==> src/rtl/fetch_if.sv <==
// Fetch-stage bus bundle: instruction-memory port, redirect request and IF/ID
// outputs toward decode. master = fetch stage, slave = memory/decode/control side.
interface fetch_if #(
    parameter int unsigned PC_W   = 16,
    parameter int unsigned DATA_W = 32,
    parameter int unsigned CNT_W  = 32
);
    logic [PC_W-1:0]   imem_a;
    logic [DATA_W-1:0] imem_rd;
    logic              redir_valid;
    logic [PC_W-1:0]   redir_pc;
    logic              id_valid;
    logic              id_ready;
    logic [DATA_W-1:0] id_instr;
    logic [PC_W-1:0]   id_pc;
    logic [PC_W-1:0]   id_pc1;
    logic [CNT_W-1:0]  fetch_cnt;
    logic              halted;

    modport master (
        output imem_a, id_valid, id_instr, id_pc, id_pc1, fetch_cnt, halted,
        input  imem_rd, redir_valid, redir_pc, id_ready
    );

    modport slave (
        input  imem_a, id_valid, id_instr, id_pc, id_pc1, fetch_cnt, halted,
        output imem_rd, redir_valid, redir_pc, id_ready
    );
endinterface

==> src/rtl/fetch_stage.sv <==
// Instruction-fetch stage: PC, IF/ID register with valid/ready backpressure and redirect flush.
// Optional self-loop halt detection when FETCH_HALT_DET_EN is defined.
module fetch_stage #(
    parameter int unsigned     PC_W     = 16,
    parameter logic [PC_W-1:0] RESET_PC = '0,
    parameter int unsigned     CNT_W    = 32,
    parameter int unsigned     DATA_W   = 32
) (
    input  logic     clk,
    input  logic     rst,
    fetch_if.master  bus
);
    localparam logic [PC_W-1:0]  PC_ONE  = {{(PC_W-1){1'b0}}, 1'b1};
    localparam logic [CNT_W-1:0] CNT_ONE = {{(CNT_W-1){1'b0}}, 1'b1};

    logic [PC_W-1:0]   pc_reg;
    logic [PC_W-1:0]   pc_next;
    logic              id_valid_reg;
    logic [DATA_W-1:0] id_instr_reg;
    logic [PC_W-1:0]   id_pc_reg;
    logic [PC_W-1:0]   id_pc1_reg;
    logic [CNT_W-1:0]  fetch_cnt_reg;
    logic              halted;
    logic              adv;
    logic              redir_take;

    assign pc_next    = pc_reg + PC_ONE;
    assign adv        = !halted && (!id_valid_reg || bus.id_ready);
    assign redir_take = !halted && bus.redir_valid;

    always_ff @(posedge clk or posedge rst) begin
        if (rst) begin
            pc_reg        <= RESET_PC;
            id_valid_reg  <= 1'b0;
            id_instr_reg  <= '0;
            id_pc_reg     <= '0;
            id_pc1_reg    <= '0;
            fetch_cnt_reg <= '0;
        end else if (redir_take) begin
            // Flush wins over a stalled decode; the stale IF/ID word is dropped.
            pc_reg       <= bus.redir_pc;
            id_valid_reg <= 1'b0;
        end else if (adv) begin
            id_instr_reg  <= bus.imem_rd;
            id_pc_reg     <= pc_reg;
            id_pc1_reg    <= pc_next;
            id_valid_reg  <= 1'b1;
            pc_reg        <= pc_next;
            fetch_cnt_reg <= fetch_cnt_reg + CNT_ONE;
        end else if (halted && bus.id_ready) begin
            id_valid_reg <= 1'b0;
        end
    end

`ifdef FETCH_HALT_DET_EN
    localparam logic [DATA_W-1:0] HALT_WORD = DATA_W'(32'h1000ffff);
    logic halted_reg;

    // Halt is taken on the same edge that the self-loop word enters IF/ID.
    always_ff @(posedge clk or posedge rst) begin
        if (rst) begin
            halted_reg <= 1'b0;
        end else if (adv && !redir_take && (bus.imem_rd == HALT_WORD)) begin
            halted_reg <= 1'b1;
        end
    end
    assign halted = halted_reg;
`else
    assign halted = 1'b0;
`endif

    assign bus.imem_a    = pc_reg;
    assign bus.id_valid  = id_valid_reg;
    assign bus.id_instr  = id_instr_reg;
    assign bus.id_pc     = id_pc_reg;
    assign bus.id_pc1    = id_pc1_reg;
    assign bus.fetch_cnt = fetch_cnt_reg;
    assign bus.halted    = halted;
endmodule

==> src/flat_wrapper.sv <==
// flat-port wrapper written by rule: the top's interface ports become plain ports
module fetch_stage_flat 
#(
    parameter int unsigned     PC_W     = 16,
    parameter logic [PC_W-1:0] RESET_PC = '0,
    parameter int unsigned     CNT_W    = 32,
    parameter int unsigned     DATA_W   = 32
)
  (clk, rst, bus_imem_a, bus_id_valid, bus_id_instr, bus_id_pc, bus_id_pc1, bus_fetch_cnt, bus_halted, bus_imem_rd, bus_redir_valid, bus_redir_pc, bus_id_ready);
  fetch_if #(.PC_W(PC_W), .DATA_W(DATA_W), .CNT_W(CNT_W)) bus_i ();
  input  logic clk;
  input  logic rst;
  output wire logic [$bits(bus_i.imem_a)-1:0] bus_imem_a;
  output wire logic [$bits(bus_i.id_valid)-1:0] bus_id_valid;
  output wire logic [$bits(bus_i.id_instr)-1:0] bus_id_instr;
  output wire logic [$bits(bus_i.id_pc)-1:0] bus_id_pc;
  output wire logic [$bits(bus_i.id_pc1)-1:0] bus_id_pc1;
  output wire logic [$bits(bus_i.fetch_cnt)-1:0] bus_fetch_cnt;
  output wire logic [$bits(bus_i.halted)-1:0] bus_halted;
  input wire logic [$bits(bus_i.imem_rd)-1:0] bus_imem_rd;
  input wire logic [$bits(bus_i.redir_valid)-1:0] bus_redir_valid;
  input wire logic [$bits(bus_i.redir_pc)-1:0] bus_redir_pc;
  input wire logic [$bits(bus_i.id_ready)-1:0] bus_id_ready;
  assign bus_imem_a = bus_i.imem_a;
  assign bus_id_valid = bus_i.id_valid;
  assign bus_id_instr = bus_i.id_instr;
  assign bus_id_pc = bus_i.id_pc;
  assign bus_id_pc1 = bus_i.id_pc1;
  assign bus_fetch_cnt = bus_i.fetch_cnt;
  assign bus_halted = bus_i.halted;
  assign bus_i.imem_rd = bus_imem_rd;
  assign bus_i.redir_valid = bus_redir_valid;
  assign bus_i.redir_pc = bus_redir_pc;
  assign bus_i.id_ready = bus_id_ready;
  fetch_stage #(.PC_W(PC_W), .RESET_PC(RESET_PC), .CNT_W(CNT_W), .DATA_W(DATA_W)) u_core (.clk(clk), .rst(rst), .bus(bus_i));
endmodule
==> config.mk <==
export PLATFORM = sky130hd
export DESIGN_NAME = fetch_stage_flat
export DESIGN_NICKNAME = d
export VERILOG_FILES = /design/src/rtl/fetch_if.sv /design/src/rtl/fetch_stage.sv /design/src/flat_wrapper.sv
export SDC_FILE = /design/constraint.sdc
export NUM_CORES = 1
export LEC_CHECK = 0
export CAP_MARGIN = 20
export CORE_MARGIN = 2
export CORE_UTILIZATION = 46
export CTS_CLUSTER_SIZE = 14
export DETAILED_ROUTE_END_ITERATION = 8
export PLACE_DENSITY = 0.79
export SYNTH_ARGS = -nofsm -noshare
export SYNTH_HDL_FRONTEND = slang
export SYNTH_SLANG_ARGS = --single-unit
export TNS_END_PERCENT = 50
==> constraint.sdc <==
create_clock -name clk -period 4.45 [get_ports clk]
set_clock_uncertainty 0.1 [all_clocks]
set_input_delay 0.445 -clock clk [delete_from_list [all_inputs] [get_ports clk]]
set_output_delay 0.445 -clock clk [all_outputs]
set_load 0.05 [all_outputs]
==> results.cfg <==
[cells_and_area]
drive_above_1_share = 0.0633
syn_to_final_growth_pct = 47.5
finalNetCount = 736
antennaDiodeCount = 0
final_common_cell = nand2_1
most-common-layout-cells = 190 x nand2_1, 164 x clkdlybuf4s50_1, 113 x dfrtp_1

[synthesis]
synthFlopType = dfrtp_1
syn-cell-area_sq_mm = 0.00495
synth_seq_area_share = 0.571
yosys_warnings = 0
synth_cells = 519
synth.avg_cell_area_sq_um = 9.54
synth-seq-cells = 113
synth.distinct_cells = 40
synth_edf_count = 0
async_reset_ff_frac = 1.00
syn_nets = 573

[clocking]
cts-root-buf = clkbuf_8
cts_resized = 0
htreeDepth = 4
insertion_delay_ps = 510
cts_tree = built
postCtsSetupBuffers = 0
clk_pin_slew_ps = 60
numCtsBuffers = 17
cts_hold_buffers = 0
clock_sinks = 113
clk_path_buf_depth = 2

[critical_path]
start_kind = input port
critPathBufInv = 3
endpoint_kind = flop
critPathKind = input port to flop
cp_top_family = buffers and inverters
endpoint = u_core.bus.id_pc1[10]$_DFFE_PP0P_
reg2regPathDepth = 4
r2r-start = u_core.bus.imem_a[2]$_DFFE_PP0P_
cp.depth = 5
rr_endpoint = u_core.bus.imem_a[13]$_DFFE_PP0P_
cp-startpoint = bus_redir_valid
arrival_ps = 3060
path_cells = clkdlybuf4s50_1, clkinv_1, nand2_2, buf_4, o21ai_0
max_stage_delay_ps = 900
crit_fanout = 44
required_ps = 4720
cpMaxStageDelayCell = clkdlybuf4s50_1
r2r_setup_slack_ps = 2110

[power_and_ir_drop]
p_leak_nw = 3.28
vdd_drop_max_uv = 256
switching_share = 0.350
power.internal_mw = 2.34
p_switching_mw = 1.26
pwr-share-comb = 0.277
share_seq_of_total_power = 0.354
pwr-share-clk = 0.370
power_density_mw_per_mm2 = 492

[worst_hold_path]
hold_class = input port to async pin

[die]
core-area_sq_mm = 0.0104
io_pins = 166
dieWidth_um = 108
dieArea_sq_mm = 0.0116
rows = 37
die_y_um = 108
start_util = 0.478

[sta]
whs_ps = 304
worstMarginPinSlew_ps = 831
setup_viol = 0
post-route-period-util = 0.627
slew_viol_final = 0
finalHoldViolCount = 0
fmax_ghz = 0.358
setup_tns_ps = 0
rsz0062_at_grt = false
fin_crit_ps = 2790
slew_headroom = 0.445

[global_route]
grtUsageTotal = 0.229
first_global_vias = 4267
grt_pass1_wl_um = 20900
antenna_found_initial = 0
grt_max_degree = 56
overflow = 0

[detailed_routing]
vias = 4312
dr.first_iter.drc_count = 290
via_per_inst = 5.19
drt_first_pass_iters = 5
wl_um = 12900
wl_per_cell_um = 15.5
post-route-drc-count = 0
postRouteAntennaNets = 0

[placed_design]
gp_congestion = 0.848
hpwlAfterDp_um = 8920
portBuffers = 164

[job]
drv_cap = 0

[run_status]
status = complete, no violations
-- metrics by stage --
| stage | util | instance area (sq um) | setup slack, ps | power [mW] | std cells |
|---|---|---|---|---|---|
| 2_1_floorplan | - | 4950 | 918 | 1.90 | 519 |
| 3_3_place_gp | 0.646 | 6700 | 1280 | 2.26 | 798 |
| 3_5_place_dp | 0.646 | 6700 | 1180 | 2.28 | 798 |
| 4_1_cts | 0.703 | 7290 | 1700 | 3.61 | 830 |
| 5_1_grt | 0.705 | 7310 | 1420 | 3.74 | 831 |
| 6_report | 0.705 | 7310 | 1660 | 3.59 | 831 |
-- how the worst min path moves through the flow --
stage                                             startpoint                             endpoint  slack, ps  depth (start not counted)
after floorplan                               bus_imem_rd[0]   u_core.bus.id_instr[0]$_DFFE_PP0P_        450                          2
after global placement    u_core.bus.id_instr[0]$_DFFE_PP0P_   u_core.bus.id_instr[0]$_DFFE_PP0P_        360                          2
after detailed placement     u_core.bus.id_pc[8]$_DFFE_PP0P_      u_core.bus.id_pc[8]$_DFFE_PP0P_        360                          2
after CTS                                                rst  u_core.bus.id_instr[17]$_DFFE_PP0P_        320                          2
after global routing                         bus_imem_rd[23]  u_core.bus.id_instr[23]$_DFFE_PP0P_        350                          3
final                                                    rst  u_core.bus.id_instr[18]$_DFFE_PP0P_        300                          2
-- power groups by stage --
| stage | combinational, mW | clock (mW) | sequential, mW |
|---|---|---|---|
| 3_3_place_gp | 0.983 | 0 | 1.28 |
| 2_1_floorplan | 0.210 | 0 | 1.69 |
| 4_1_cts | 1.00 | 1.34 | 1.27 |
| 6_report | 0.995 | 1.33 | 1.27 |
| 3_5_place_dp | 0.998 | 0 | 1.28 |
| 5_1_grt | 1.05 | 1.40 | 1.29 |
-- final cells by class --
cell class	instances	area, sq um
clock buffer	19	422
clock inverter	13	163
inverter	5	21.3
multi-input combinational	376	2010
timing repair buffer	169	1690
tap	136	170
sequential	113	2830
fill	821	3060
-- worst register-to-register path, cell delays in order, from the launching register on --
cell and delay [ps]:
dfrtp_1 490, nand3_1 450, or3_4 560, or4_2 560, nand3_1 110
-- cell families after synthesis --
family,after synthesis,share of synthesized area
AO/OA/AOI/OAI,35,0.0402
multiplexers,2,0.00429
buffers and inverters,30,0.0248
XOR/XNOR,53,0.0937
AND/OR/NAND/NOR,283,0.260
flip-flops,113,0.571
other,1,0.000757
adder cells (fa/ha/maj),2,0.00505
-- routing by layer --
layer,vias up,GRT usage,wire length [um]
li1,2056,-,-
met1,2074,0.307,5610
met2,165,0.365,6130
met3,17,0.0636,973
met4,0,0.0641,162
met5,-,0,0
-- synth_stat cells, types with 3 or more instances --
cell type	n	area (sq um)
nor4_1	7	43.8
o211ai_1	3	22.5
inv_1	4	15.0
nor2_1	9	33.8
dfrtp_1	113	2830
nand3_1	22	110
nor3_1	13	65.1
and3_1	6	37.5
clkbuf_1	19	71.3
o21ai_0	26	130
xnor2_1	35	307
and4_1	9	78.8
xor2_1	18	158
nand2_1	191	717
buf_2	5	25.0
nand4_1	10	62.6
(Power assumes the default switching activity.)
